**src/rtl/leaf_port_arbiter_if.sv**
```systemverilog
// leaf_port_arbiter_if: requester streams plus the single registered output lane
interface leaf_port_arbiter_if #(
  parameter int PAYLOAD_BITS = 32,
  parameter int NUM_REQ      = 4,
  parameter int REQ_BITS     = 2
);
  logic [NUM_REQ*PAYLOAD_BITS-1:0] req_din;
  logic [NUM_REQ-1:0]              req_vld;
  logic [NUM_REQ-1:0]              req_ack;
  logic [PAYLOAD_BITS-1:0]         dout;
  logic                            dout_vld;
  logic                            dout_ack;
  logic [REQ_BITS-1:0]             grant_id;
  logic                            busy;
  modport master (
    input  req_din, req_vld, dout_ack,
    output req_ack, dout, dout_vld, grant_id, busy
  );
  modport slave (
    output req_din, req_vld, dout_ack,
    input  req_ack, dout, dout_vld, grant_id, busy
  );
endinterface

```
**src/rtl/leaf_port_arbiter.sv**
```systemverilog
// leaf_port_arbiter: round-robin burst arbiter sharing one registered leaf output lane
module leaf_port_arbiter #(
  parameter int PAYLOAD_BITS = 32,
  parameter int NUM_REQ      = 4,
  parameter int REQ_BITS     = 2,
  parameter int MAX_BURST    = 16,
  parameter int BURST_BITS   = 4
) (
  input  logic               clk_user,
  input  logic               reset_n,
  leaf_port_arbiter_if.master bus
);
  typedef enum logic {IDLE, GRANT} state_t;
  state_t                  state, state_nx;
  logic [REQ_BITS-1:0]     rr_ptr, grant_id, sel, idx, g_next;
  logic [BURST_BITS-1:0]   burst_cnt;
  logic [PAYLOAD_BITS-1:0] dout, din_sel;
  logic                    dout_vld, sel_vld, or_ld, g_vld, accept, burst_end;
  // lowest offset from rr_ptr wins, so scan offsets downward and let the last hit stick
  always_comb begin
    sel     = rr_ptr;
    sel_vld = 1'b0;
    idx     = rr_ptr;
    for (int i = NUM_REQ - 1; i >= 0; i--) begin
      idx = REQ_BITS'((int'(rr_ptr) + i) % NUM_REQ);
      if (bus.req_vld[idx]) begin
        sel     = idx;
        sel_vld = 1'b1;
      end
    end
  end
  always_comb begin
    g_next    = (grant_id == REQ_BITS'(NUM_REQ - 1)) ? '0 : grant_id + 1'b1;
    or_ld     = !dout_vld || bus.dout_ack;
    g_vld     = bus.req_vld[grant_id];
    accept    = (state == GRANT) && g_vld && or_ld;
    burst_end = burst_cnt == BURST_BITS'(MAX_BURST - 1);
    din_sel   = bus.req_din[int'(grant_id)*PAYLOAD_BITS +: PAYLOAD_BITS];
    state_nx  = (state == IDLE) ? (sel_vld ? GRANT : IDLE)
              : (!g_vld || (accept && burst_end)) ? IDLE : GRANT;
  end
  always_ff @(posedge clk_user or negedge reset_n)
    if (!reset_n) state <= IDLE;
    else          state <= state_nx;
  always_ff @(posedge clk_user or negedge reset_n) begin
    if (!reset_n) begin
      rr_ptr    <= '0;
      grant_id  <= '0;
      burst_cnt <= '0;
      dout      <= '0;
      dout_vld  <= 1'b0;
    end else begin
      if (state == IDLE && sel_vld) begin
        grant_id  <= sel;
        burst_cnt <= '0;
      end else if (accept) begin
        burst_cnt <= burst_end ? '0 : burst_cnt + 1'b1;
      end
      if (state == GRANT && state_nx == IDLE) rr_ptr <= g_next;
      if (accept) begin
        dout     <= din_sel;
        dout_vld <= 1'b1;
      end else if (bus.dout_ack) begin
        dout_vld <= 1'b0;
      end
    end
  end
  assign bus.req_ack  = (state == GRANT && or_ld) ? NUM_REQ'(1) << grant_id : '0;
  assign bus.dout     = dout;
  assign bus.dout_vld = dout_vld;
  assign bus.grant_id = grant_id;
  assign bus.busy     = (state == GRANT) || dout_vld;
endmodule

```
**src/flat_wrapper.sv**
```systemverilog
// flat-port wrapper written by rule: the top's interface ports become plain ports
module leaf_port_arbiter_flat 
#(
  parameter int PAYLOAD_BITS = 32,
  parameter int NUM_REQ      = 4,
  parameter int REQ_BITS     = 2,
  parameter int MAX_BURST    = 16,
  parameter int BURST_BITS   = 4
)
  (clk_user, reset_n, bus_req_din, bus_req_vld, bus_dout_ack, bus_req_ack, bus_dout, bus_dout_vld, bus_grant_id, bus_busy);
  leaf_port_arbiter_if #(.PAYLOAD_BITS(PAYLOAD_BITS), .NUM_REQ(NUM_REQ), .REQ_BITS(REQ_BITS)) bus_i ();
  input  logic clk_user;
  input  logic reset_n;
  input wire logic [$bits(bus_i.req_din)-1:0] bus_req_din;
  input wire logic [$bits(bus_i.req_vld)-1:0] bus_req_vld;
  input wire logic [$bits(bus_i.dout_ack)-1:0] bus_dout_ack;
  output wire logic [$bits(bus_i.req_ack)-1:0] bus_req_ack;
  output wire logic [$bits(bus_i.dout)-1:0] bus_dout;
  output wire logic [$bits(bus_i.dout_vld)-1:0] bus_dout_vld;
  output wire logic [$bits(bus_i.grant_id)-1:0] bus_grant_id;
  output wire logic [$bits(bus_i.busy)-1:0] bus_busy;
  assign bus_i.req_din = bus_req_din;
  assign bus_i.req_vld = bus_req_vld;
  assign bus_i.dout_ack = bus_dout_ack;
  assign bus_req_ack = bus_i.req_ack;
  assign bus_dout = bus_i.dout;
  assign bus_dout_vld = bus_i.dout_vld;
  assign bus_grant_id = bus_i.grant_id;
  assign bus_busy = bus_i.busy;
  leaf_port_arbiter #(.PAYLOAD_BITS(PAYLOAD_BITS), .NUM_REQ(NUM_REQ), .REQ_BITS(REQ_BITS), .MAX_BURST(MAX_BURST), .BURST_BITS(BURST_BITS)) u_core (.clk_user(clk_user), .reset_n(reset_n), .bus(bus_i));
endmodule
```
**config.mk**
```make
export PLATFORM = sky130hd
export DESIGN_NAME = leaf_port_arbiter_flat
export DESIGN_NICKNAME = d
export VERILOG_FILES = /design/src/rtl/leaf_port_arbiter_if.sv /design/src/rtl/leaf_port_arbiter.sv /design/src/flat_wrapper.sv
export SDC_FILE = /design/constraint.sdc
export NUM_CORES = 1
export LEC_CHECK = 0
export CORE_ASPECT_RATIO = 0.9
export CORE_MARGIN = 4
export CORE_UTILIZATION = 39
export CTS_CLUSTER_DIAMETER = 30
export DETAILED_ROUTE_END_ITERATION = 8
export GPL_TIMING_DRIVEN = 0
export PLACE_DENSITY = 0.85
export SLEW_MARGIN = 5
export SYNTH_ARGS = -nofsm -noshare
export SYNTH_HDL_FRONTEND = slang
export SYNTH_SLANG_ARGS = --single-unit
```
**constraint.sdc**
```tcl
create_clock -name clk_user -period 5.3 [get_ports clk_user]
set_clock_uncertainty 0.2 [all_clocks]
set_input_delay 0.53 -clock clk_user [delete_from_list [all_inputs] [get_ports clk_user]]
set_output_delay 0.53 -clock clk_user [all_outputs]
set_load 0.02 [all_outputs]
```
---- Word-level counts from Yosys, hierarchy flattened ----
Cells that the tools add are included.
operators by class
  shift-type cells ........................ 2
  order comparisons ....................... 5
  $add $sub $neg .......................... 5
  reductions and logical operators ........ 13
  muxes and demuxes ....................... 28
  equal/unequal tests ..................... 2
  bitwise logic cells ..................... 2
operators with widths
  operator                                                               number
  128-bit by 8-bit indexed part select with 32-bit output                1
  4-bit 2-to-1 mux                                                       4
  2-bit by 3-bit < comparator with 1-bit output (second input constant)  5
  1-bit 2-to-1 mux                                                       14
  1-bit binary-select mux with 2-bit select                              5
  2-bit 2-to-1 mux                                                       5
  1-bit logical AND                                                      6
  2-bit by 1-bit adder with 2-bit output (second input constant)         2
  2-bit adder (second input constant)                                    2
  4-bit by 1-bit adder with 4-bit output (second input constant)         1
  4-bit equality test (second input constant)                            1
  2-bit nonzero test                                                     2
  1-bit by 2-bit << shifter with 4-bit output (first input constant)     1
  1-bit logical OR                                                       3
  2-bit equality test (second input constant)                            1
  1-bit logical NOT                                                      2
  1-bit NOT                                                              2
storage, ports and cells
  logic and storage cells ................. 63
  register bits ........................... 42
  output and inout bits ................... 40

---- Depth between registers and ports, before layout ----
Gate-level depths: netlist of the first run.
  depth in word-level cells ............... 11
  mapped depth ............................ 6
  gate-level depth less buffers ........... 5

---- Worst setup path before layout of the first run ----
Ideal clock, no wire load.
  path kind ............................... register -> output
  from .................................... register u_core.grant_id[0] (netlist: u_core.bus.grant_id[0])
  to ...................................... output bus_req_ack[0]
  data required time ...................... 4.570 ns
  stages on the path, launching flop included .. 6
  slack ................................... 3.046 ns
  data arrival time ....................... 1.524 ns
  path buffers ............................ 2
  cells stage by stage .................... dfrtp_1 -> buf_2 -> buf_2 -> inv_1 -> ha_1 -> and3_1
between the ends
  longest elaborated chain between the ends .. 2
ends and longest elaborated chain
  item                                         RTL line                 text
  start, declared                              leaf_port_arbiter.sv:15  logic [REQ_BITS-1:0] rr_ptr, grant_id, sel, idx, g_next;
  start signal, assigned                       leaf_port_arbiter.sv:54  grant_id <= sel;
  1-bit by 2-bit << shifter with 4-bit output  leaf_port_arbiter.sv:68  assign bus.req_ack = (state == GRANT && or_ld) ? NUM_REQ'(1) << grant_id : '0;
  4-bit 2-to-1 mux                             leaf_port_arbiter.sv:68
  end, declared                                flat_wrapper.sv:17       output wire logic [$bits(bus_i.req_ack)-1:0] bus_req_ack;
Every way passes these cells.

---- Final worst setup path of the first run ----
  from .................................... register u_core.grant_id[1] (netlist: u_core.bus.grant_id[1])
  to ...................................... output bus_req_ack[0]
Same word-level chain as after synthesis.

==> impl_metrics.env, run 1 <==
export IMPL_clk_path_buf_depth=2
export IMPL_setup_viol_count_final=0
export IMPL_cp_slowest_cell="clkdlybuf4s50_1"
export IMPL_drt_iter0_markers=41
export IMPL_hp_class="input pin to asynchronous set/reset pin"
export IMPL_cts_sinks=42
export IMPL_critPathBufInv=4
export IMPL_numCtsBuffers=5
export IMPL_postRouteAntennaNets=0
export IMPL_global_route_usage_total_pct=19.4
export IMPL_syn2layout_area_growth_pct=75.6
export IMPL_holdWs_ns=0.0257
export IMPL_post_route_period_util_pct=58.5
export IMPL_final_cells=443
export IMPL_dp_hpwl_um=6650
export IMPL_grt_max_degree=23
export IMPL_setup_tns_ns=0
export IMPL_die_area_um2=8030
export IMPL_syn_inst=173
export IMPL_grt_remaining_overflow=0
export IMPL_netlist_area_um2=2600
export IMPL_tritoncts="done"
export IMPL_clk_latency_ns=0.28
export IMPL_worst_ir_drop_vdd_mv=0.254
export IMPL_rsz0062_at_grt="false"
export IMPL_cp_required_ns=4.57
export IMPL_avgSynthCellArea_um2=15.0
export IMPL_hold_viol_final=0
export IMPL_clkTransAtPathRegs_ns=0.08
export IMPL_finish_net_count=495
export IMPL_regArea_um2=1050
export IMPL_p_leak_uw=0.00180
export IMPL_core_area_um2=6280
export IMPL_worstPathMaxFanout=10
export IMPL_route_detailed_drc=0
export IMPL_worstSetupPathType="flip-flop to primary output"
export IMPL_firstDrtPassIters=4
export IMPL_power_density_nw_per_um2=491
export IMPL_nFillCells=456
export IMPL_vias=2277
export IMPL_gp_congestion=0.819
export IMPL_ys_ff_latch=42
export IMPL_end_kind="primary output"
export IMPL_antenna_found_initial=0
export IMPL_synth_nets=313
export IMPL_critical_path_top_delay_family="buffers and inverters"
export IMPL_post_route_util_pct=72.6
export IMPL_ys_warn_count=0
export IMPL_wl_um=7850
export IMPL_worstPathArrival_ns=2.37
export IMPL_ys_types=32
export IMPL_r2r_cells=4
export IMPL_drive_gt1_share_pct=24.2
export IMPL_max_freq_mhz=322
export IMPL_start_util_pct=41.3
export IMPL_root_buffer="clkbuf_8"
export IMPL_ctsHoldBuffers=0
export IMPL_worstSetupPathDepth=6
export IMPL_diodes=0
export IMPL_multi_input_area_um2=1450
export IMPL_slew_limit_headroom_pct=58.7
export IMPL_num_io_pins=175
export IMPL_period_minus_slack_ns=3.10
export IMPL_status="finished, final reports clean"
export IMPL_io_buffer_count=174
export IMPL_die_w_um=94.0
export IMPL_max_stage_delay_ns=0.53
export IMPL_worst_pin_slew_ns=0.620
export IMPL_path_cells="buf_6 -> clkbuf_1 -> inv_1 -> ha_1 -> and3_1 -> clkdlybuf4s50_1"
export IMPL_totalPowerFinal_uw=2240
export IMPL_cap_violations=0
export IMPL_grt_pass1_wl_um=12100
export IMPL_cp_start_kind="flip-flop"
export IMPL_first_global_vias=2472
export IMPL_rows=27
export IMPL_cts_resized_gates=0
export IMPL_drv_slew=0
export IMPL_cts_htree_levels=2
export IMPL_drt_wirelength_per_cell_um=17.7
export IMPL_vias_per_cell=5.14
export IMPL_synth_yosys_seq_area_share_pct=40.5
export IMPL_dp_cells=435
export IMPL_postCtsSetupBuffers=0
export IMPL_die_h_um=85.4
report_power, final:
part,internal [µW],leakage (µW),total [µW],switching (µW)
combinational,822,0.00125,1450,632
clock,105,0.0000482,207,102
sequential,482,0.000501,579,97.2
total,1410,0.00180,2240,831
layer usage:
layer / share of wire [%] / wire length [µm] / vias to the layer above / track usage [%]
li1: - / - / 1044 / -
met1: 34 / 2650 / 1123 / 20.9
met2: 54 / 4260 / 108 / 36.6
met3: 12 / 911 / 2 / 7.80
met4: 0.31 / 24 / 0 / 2.36
met5: 0 / 0 / - / 0
state kept, by name, summed over array words and instances (netlist names):
| register | flops |
|---|---|
| u_core.burst_cnt | 4 |
| u_core.bus.dout_vld | 1 |
| u_core.state | 1 |
| u_core.bus.grant_id | 2 |
| u_core.bus.dout | 32 |
| u_core.rr_ptr | 2 |
cell usage after synthesis:
cell	number	share of area (%)
a211o_1	1	0.34
a211oi_1	1	0.29
a21oi_1	3	0.58
a22o_1	1	0.34
a31oi_1	1	0.24
and3_1	4	0.96
buf_2	4	0.77
buf_6	4	1.7
clkbuf_1	4	0.58
dfrtp_1	42	40
ha_1	5	2.4
inv_1	5	0.72
mux2_1	1	0.43
mux2_2	33	14
mux2i_1	1	0.39
mux4_2	33	29
nand2_1	5	0.72
nand2b_1	3	0.72
nand3_1	2	0.39
nand3_4	1	0.67
nand4_1	1	0.24
nor2_1	5	0.72
nor2b_1	1	0.24
nor3_1	1	0.19
nor3b_1	1	0.29
nor4_1	1	0.24
o21ai_0	3	0.58
o311ai_0	1	0.34
o41ai_1	1	0.34
or2_2	2	0.48
or3b_1	1	0.34
xor2_1	1	0.34
kinds of logic after synthesis:
group                    Yosys count  synth area share (%)
AND/OR/NAND/NOR                   28                  6.21
flip-flops                        42                  40.5
buffers and inverters             17                  3.81
multiplexers                      68                  43.7
XOR/XNOR                           1                 0.337
AO/OA/AOI/OAI                     12                  3.03
adder cells (fa/ha/maj)            5                  2.41
layout make-up:
type | count | share of cell area [%]
Inverter | 5 | 0.411
Timing Repair Buffer | 175 | 38.7
Clock inverter | 1 | 0.110
Buffer | 12 | 1.76
Clock buffer | 7 | 1.89
Sequential cell | 42 | 23.0
Multi-Input combinational cell | 114 | 31.7
Tap cell | 87 | 2.39
cell usage in the layout, fill, tap and decap left out, types with 2 or more instances in the layout:
cell type        count
and3_1               4
mux4_2              33
clkbuf_1             5
or2_2                2
buf_2                5
clkdlybuf4s50_1    173
clkbuf_8             6
nor2_1               5
dfrtp_1             42
buf_6                4
nand3_1              2
a21oi_1              3
ha_1                 5
o21ai_0              3
inv_1                5
nand2_1              5
nand2b_1             3
mux2_2              33
through the flow:
stage | worst slack [ns] | area, µm²
after floorplan | 3.05 | 2600
after global routing | 2.06 | 4560
after global placement | 2.37 | 4450
final | 2.20 | 4560
after detailed placement | 2.47 | 4470
after CTS | 2.16 | 4560
path summary, 6_finish.rpt:
path	startpoint	slack (ns)	to
setup / recovery	u_core.bus.grant_id[1]	2.20	bus_req_ack[0]
hold / removal	reset_n	0.03	u_core.burst_cnt[1]
setup reg to reg	u_core.bus.grant_id[0]	3.04	u_core.bus.dout[23]
hold reg to reg	u_core.bus.dout[4]	0.30	u_core.bus.dout[4]
max in group asynchronous	reset_n	4.38	u_core.bus.dout[22]
min in group clk_user	u_core.bus.dout[4]	0.30	u_core.bus.dout[4]
No activity file was read; power rests on OpenSTA's default activity.
==> inputs of run 2 (changes only) <==
--- a/config.mk
+++ b/config.mk
@@ -7,11 +7,11 @@
 export LEC_CHECK = 0
 export CORE_ASPECT_RATIO = 0.9
 export CORE_MARGIN = 4
-export CORE_UTILIZATION = 39
+export CORE_UTILIZATION = 33
 export CTS_CLUSTER_DIAMETER = 30
 export DETAILED_ROUTE_END_ITERATION = 8
 export GPL_TIMING_DRIVEN = 0
-export PLACE_DENSITY = 0.85
+export PLACE_DENSITY = 0.76
 export SLEW_MARGIN = 5
 export SYNTH_ARGS = -nofsm -noshare
 export SYNTH_HDL_FRONTEND = slang
==> constraint.sdc (replaced) <==
create_clock -name clk_user -period 2.8 [get_ports clk_user]
set_clock_uncertainty 0.2 [all_clocks]
set_input_delay 0.28 -clock clk_user [delete_from_list [all_inputs] [get_ports clk_user]]
set_output_delay 0.28 -clock clk_user [all_outputs]
set_load 0.02 [all_outputs]
==> run 2 against run 1 <==
Largest power group unchanged. Critical path type unchanged. Count of clock-buffer cells in the layout did not move. Cell count rose by 1.8%. Global-route usage fell by 3.3 points.
==> impl_metrics.env, run 2 (synthesis gave the netlist of run 1 again) <==
export IMPL_regMostFlops="u_core.bus.dout"
export IMPL_clkTransAtPathRegs_ns=0.08
export IMPL_slew_limit_headroom_pct=60.4
export IMPL_core_area_um2=7620
export IMPL_critPathBufInv=4
export IMPL_antenna_found_initial=0
export IMPL_p_comb_share_pct=65.4
export IMPL_start_util_pct=34.1
export IMPL_drv_slew=0
export IMPL_holdWs_ns=0.291
export IMPL_p_leak_uw=0.00180
export IMPL_tritoncts="done"
export IMPL_die_h_um=92.2
export IMPL_reg_top3="u_core.bus.dout (32), u_core.burst_cnt (4)"
export IMPL_syn2layout_area_growth_pct=76.1
export IMPL_cp_required_ns=2.32
export IMPL_hold_viol_final=0
export IMPL_rsz0062_at_grt="false"
export IMPL_first_global_vias=2437
export IMPL_postCtsSetupBuffers=0
export IMPL_grt_max_degree=24
export IMPL_worst_pin_slew_ns=0.594
export IMPL_dp_hpwl_um=6330
export IMPL_totalPowerFinal_uw=4190
export IMPL_critical_path_top_delay_family="buffers and inverters"
export IMPL_post_route_period_util_pct=93.4
export IMPL_grt_remaining_overflow=0
export IMPL_met3_length_um=848
export IMPL_period_minus_slack_ns=2.62
export IMPL_finish_net_count=495
export IMPL_setup_tns_ns=0
export IMPL_drive_gt1_share_pct=23.7
export IMPL_path_cells="clkbuf_4 -> buf_6 -> inv_1 -> ha_1 -> and3_1 -> clkdlybuf4s50_1"
export IMPL_worst_ir_drop_vdd_mv=0.393
export IMPL_global_route_usage_total_pct=16.1
export IMPL_wl_um=7430
export IMPL_setup_viol_count_final=0
export IMPL_postRouteAntennaNets=0
export IMPL_cp_slowest_cell="clkdlybuf4s50_1"
export IMPL_p_seq_share_pct=25.9
export IMPL_route_detailed_drc=0
export IMPL_worstPathArrival_ns=2.14
export IMPL_final_cell_mix="173 x clkdlybuf4s50_1, 42 x dfrtp_1, 33 x mux4_2, 33 x mux2_2"
export IMPL_vias=2246
export IMPL_cap_violations=0
export IMPL_cts_htree_levels=2
export IMPL_end_kind="primary output"
export IMPL_drt_wirelength_per_cell_um=16.5
export IMPL_clk_latency_ns=0.28
export IMPL_root_buffer="clkbuf_8"
export IMPL_num_io_pins=175
export IMPL_multi_input_area_um2=1450
export IMPL_p_int_uw=2650
export IMPL_power_density_nw_per_um2=916
export IMPL_mostFrequentLayoutCell="clkdlybuf4s50_1"
export IMPL_worstSetupPathType="flip-flop to primary output"
export IMPL_grt_pass1_wl_um=11800
export IMPL_worstPathMaxFanout=10
export IMPL_cts_sinks=42
export IMPL_switching_share_pct=36.8
export IMPL_vias_per_cell=4.98
export IMPL_max_stage_delay_ns=0.53
export IMPL_wl_met2_um=3810
export IMPL_pwr_share_clk_pct=8.7
export IMPL_hp_class="flip-flop to flip-flop"
export IMPL_status="finished, final reports clean"
export IMPL_clk_path_buf_depth=2
export IMPL_p_sw_uw=1540
export IMPL_max_freq_mhz=382
export IMPL_final_cells=451
export IMPL_drt_iter0_markers=30
export IMPL_met1Wirelength_um=2710
export IMPL_nFillCells=637
export IMPL_diodes=0
export IMPL_numCtsBuffers=5
export IMPL_die_w_um=102
export IMPL_largest_reg_flops=32
export IMPL_rows=30
export IMPL_io_buffer_count=174
export IMPL_gp_congestion=0.767
export IMPL_die_area_um2=9360
export IMPL_cp_start_kind="flip-flop"
export IMPL_firstDrtPassIters=4
export IMPL_dp_cells=444
export IMPL_regArea_um2=1050
export IMPL_highest_layer="met4"
==> run 2: per-layer routing <==
layer | vias to the layer above | GRT usage [%]
met5 | - | 0
met4 | 0 | 3.32
met3 | 8 | 5.25
met2 | 106 | 28.6
met1 | 1087 | 18.9
li1 | 1045 | -
==> run 2: power by group through the flow <==
stage	combinational, µW	sequential, µW	clock, µW
4_1_cts	2800	1090	382
3_5_place_dp	2800	1100	0
2_1_floorplan	1390	1400	0
3_3_place_gp	2750	1090	0
5_1_grt	2970	1130	408
6_report	2740	1080	366
==> run 2: worst reg2reg max path, stage by stage, from the launching register on <==
cell and delay [ns]:
dfrtp_1 0.42, buf_6 0.23, mux4_2 0.60, nand3_4 0.20
buf_6 0.18, mux2_2 0.35
==> run 2: final timing paths <==
path | from | end | slack [ns] | cells after the start
max reg2reg | u_core.bus.grant_id[1] | u_core.bus.dout[20] | 0.52 | 5
max in group asynchronous | reset_n | u_core.bus.dout[12] | 1.62 | 3
min in group asynchronous | reset_n | u_core.bus.dout[27] | 0.30 | 2
min | u_core.bus.dout[4] | u_core.bus.dout[4] | 0.29 | 1
max | u_core.bus.grant_id[0] | bus_req_ack[0] | 0.18 | 6
min reg2reg | u_core.bus.dout[4] | u_core.bus.dout[4] | 0.29 | 1
==> run 2: layout make-up <==
cell class                 count  area share [%]
sequential                    42            23.0
inverter                       5           0.410
buffer                        11            1.86
multi-input combinational    114            31.7
timing repair buffer         176            38.8
tap                           96            2.63
clock buffer                   7            1.67
==> run 2: through the flow <==
step	instance area (µm²)	worst slack [ns]	util, %
floorplan	2600	0.618	-
global placement	4460	0.125	58.5
detailed placement	4480	0.177	58.8
CTS	4570	0.00354	59.9
global route	4570	0.0310	60.0
finish	4570	0.184	60.0
==> run 2: what timing repair did <==
action,in CTS,in global routing
setup endpoints to repair,3,2
gates resized for setup,1,2
hold buffers,1,0
hold endpoints to repair,19,0
==> inputs of run 3 (changes only) <==
--- a/config.mk
+++ b/config.mk
@@ -7,11 +7,11 @@
 export LEC_CHECK = 0
 export CORE_ASPECT_RATIO = 0.9
 export CORE_MARGIN = 4
-export CORE_UTILIZATION = 33
+export CORE_UTILIZATION = 39
 export CTS_CLUSTER_DIAMETER = 30
 export DETAILED_ROUTE_END_ITERATION = 8
 export GPL_TIMING_DRIVEN = 0
-export PLACE_DENSITY = 0.76
+export PLACE_DENSITY = 0.85
 export SLEW_MARGIN = 5
 export SYNTH_ARGS = -nofsm -noshare
 export SYNTH_HDL_FRONTEND = slang
==> constraint.sdc (replaced) <==
create_clock -name clk_user -period 3.1 [get_ports clk_user]
set_clock_uncertainty 0.2 [all_clocks]
set_input_delay 0.31 -clock clk_user [delete_from_list [all_inputs] [get_ports clk_user]]
set_output_delay 0.31 -clock clk_user [all_outputs]
set_load 0.02 [all_outputs]
==> run 3 against run 2 <==
Sequential cell count unchanged. Utilization increased by 13 points. Non-clock buffer count increased by 1. Critical endpoint unchanged. Register-to-register slack improved by 0.32 ns. Critical path type unchanged. Largest cell class unchanged. Cell count decreased by 1.6%. Clock power decreased by 3%.
==> impl_metrics.env, run 3 (synthesis gave the netlist of run 1 again) <==
export IMPL_status="finished, final reports clean"
export IMPL_setup_viol_count_final=0
export IMPL_die_h_um=85.4
export IMPL_drt_wirelength_per_cell_um=17.7
export IMPL_path_cells="buf_6 -> clkbuf_1 -> inv_1 -> ha_1 -> and3_1 -> clkdlybuf4s50_1"
export IMPL_first_global_vias=2481
export IMPL_clkTransAtPathRegs_ns=0.08
export IMPL_critPathBufInv=4
export IMPL_postCtsSetupBuffers=0
export IMPL_mostFrequentLayoutCell="clkdlybuf4s50_1"
export IMPL_hp_class="flip-flop to flip-flop"
export IMPL_largest_reg_flops=32
export IMPL_power_density_nw_per_um2=838
export IMPL_cts_sinks=42
export IMPL_cp_required_ns=2.59
export IMPL_max_freq_mhz=347
export IMPL_worst_ir_drop_vdd_mv=0.434
export IMPL_numCtsBuffers=5
export IMPL_final_cells=444
export IMPL_num_io_pins=175
export IMPL_worstSetupPathType="flip-flop to primary output"
export IMPL_route_detailed_drc=0
export IMPL_core_area_um2=6280
export IMPL_rsz0062_at_grt="false"
export IMPL_grt_max_degree=23
export IMPL_postRouteAntennaNets=0
export IMPL_cap_violations=0
export IMPL_worstPathMaxFanout=10
export IMPL_dp_slack_ns=0.493
export IMPL_cp_start_kind="flip-flop"
export IMPL_drive_gt1_share_pct=24.1
export IMPL_period_minus_slack_ns=2.88
export IMPL_p_leak_uw=0.00181
export IMPL_cts_resized_gates=0
export IMPL_die_area_um2=8030
export IMPL_firstDrtPassIters=4
export IMPL_holdWs_ns=0.298
export IMPL_finish_net_count=496
export IMPL_cts_htree_levels=2
export IMPL_post_route_period_util_pct=93.0
export IMPL_totalPowerFinal_uw=3830
export IMPL_max_stage_delay_ns=0.53
export IMPL_rows=27
export IMPL_io_buffer_count=174
export IMPL_reg_top3="u_core.bus.dout (32), u_core.burst_cnt (4)"
export IMPL_hold_viol_final=0
export IMPL_syn2layout_area_growth_pct=76.0
export IMPL_slew_limit_headroom_pct=58.7
export IMPL_tritoncts="done"
export IMPL_antenna_found_initial=0
export IMPL_wl_um=7860
export IMPL_regMostFlops="u_core.bus.dout"
export IMPL_postLayoutSetupSlackWorst_ns=0.218
export IMPL_cp_slowest_cell="clkdlybuf4s50_1"
export IMPL_critical_path_top_delay_family="buffers and inverters"
export IMPL_vias=2281
export IMPL_dp_cells=435
export IMPL_clk_path_buf_depth=2
export IMPL_grt_remaining_overflow=0
export IMPL_gp_congestion=0.819
export IMPL_setup_tns_ns=0
export IMPL_start_util_pct=41.3
export IMPL_drt_iter0_markers=38
export IMPL_root_buffer="clkbuf_8"
export IMPL_clk_latency_ns=0.28
export IMPL_die_w_um=94.0
export IMPL_grt_pass1_wl_um=12200
export IMPL_final_cell_mix="173 x clkdlybuf4s50_1, 42 x dfrtp_1, 33 x mux4_2, 33 x mux2_2, 6 x clkbuf_8"
export IMPL_worst_pin_slew_ns=0.620
export IMPL_dp_hpwl_um=6650
export IMPL_diodes=0
export IMPL_vias_per_cell=5.14
export IMPL_global_route_usage_total_pct=19.5
export IMPL_drv_slew=0
export IMPL_worstPathArrival_ns=2.37
export IMPL_end_kind="primary output"
## run 3: changes by cell type in the layout (fill, tap and decap cells not counted)
cell,change
buf_6,-1
clkbuf_4,-1
clkbuf_8,+1
clkinv_2,+1
buf_2,+2
## run 3: final cells by class
cell class,count,area [µm²]
inverters,5,18.8
flip-flops and latches,42,1050
clock buffers,7,86.3
fillers,455,1710
well taps,87,109
clock inverters,1,5.00
repair buffers,176,1770
multi-input cells,114,1450
plain buffers,12,80.1
## run 3: layer usage
metal | GRT usage [%] | vias up | routed length (µm)
li1 | - | 1046 | -
met1 | 20.9 | 1125 | 2660
met2 | 36.9 | 108 | 4270
met3 | 7.80 | 2 | 911
met4 | 2.36 | 0 | 24
met5 | 0 | - | 0
## run 3: stage by stage
| stage | utilization (%) | cell area (µm²) |
|---|---|---|
| global route | 72.8 | 4570 |
| finish | 72.8 | 4570 |
| global placement | 70.8 | 4450 |
| floorplan | - | 2600 |
| detailed placement | 71.1 | 4470 |
| CTS | 72.8 | 4570 |
## run 3: report_power, final
group	internal [µW]	switching, µW
clock	180	175
combinational	1410	1080
sequential	824	166
## run 3: worst paths after layout
check                                        from                  end  slack [ns]  cells after the start
setup / recovery           u_core.bus.grant_id[1]       bus_req_ack[0]        0.22                      6
hold / removal                 u_core.bus.dout[4]   u_core.bus.dout[4]        0.30                      1
setup reg to reg           u_core.bus.grant_id[0]  u_core.bus.dout[23]        0.84                      4
hold reg to reg                u_core.bus.dout[4]   u_core.bus.dout[4]        0.30                      1
max in group asynchronous                 reset_n  u_core.bus.dout[22]        1.85                      3
min in group asynchronous                 reset_n  u_core.burst_cnt[1]        0.35                      2
## run 3: what timing repair did
item / in CTS / in global routing
hold buffers: 1 / 0
endpoints found under the hold margin: 21 / 0
setup endpoints to repair: 0 / 0
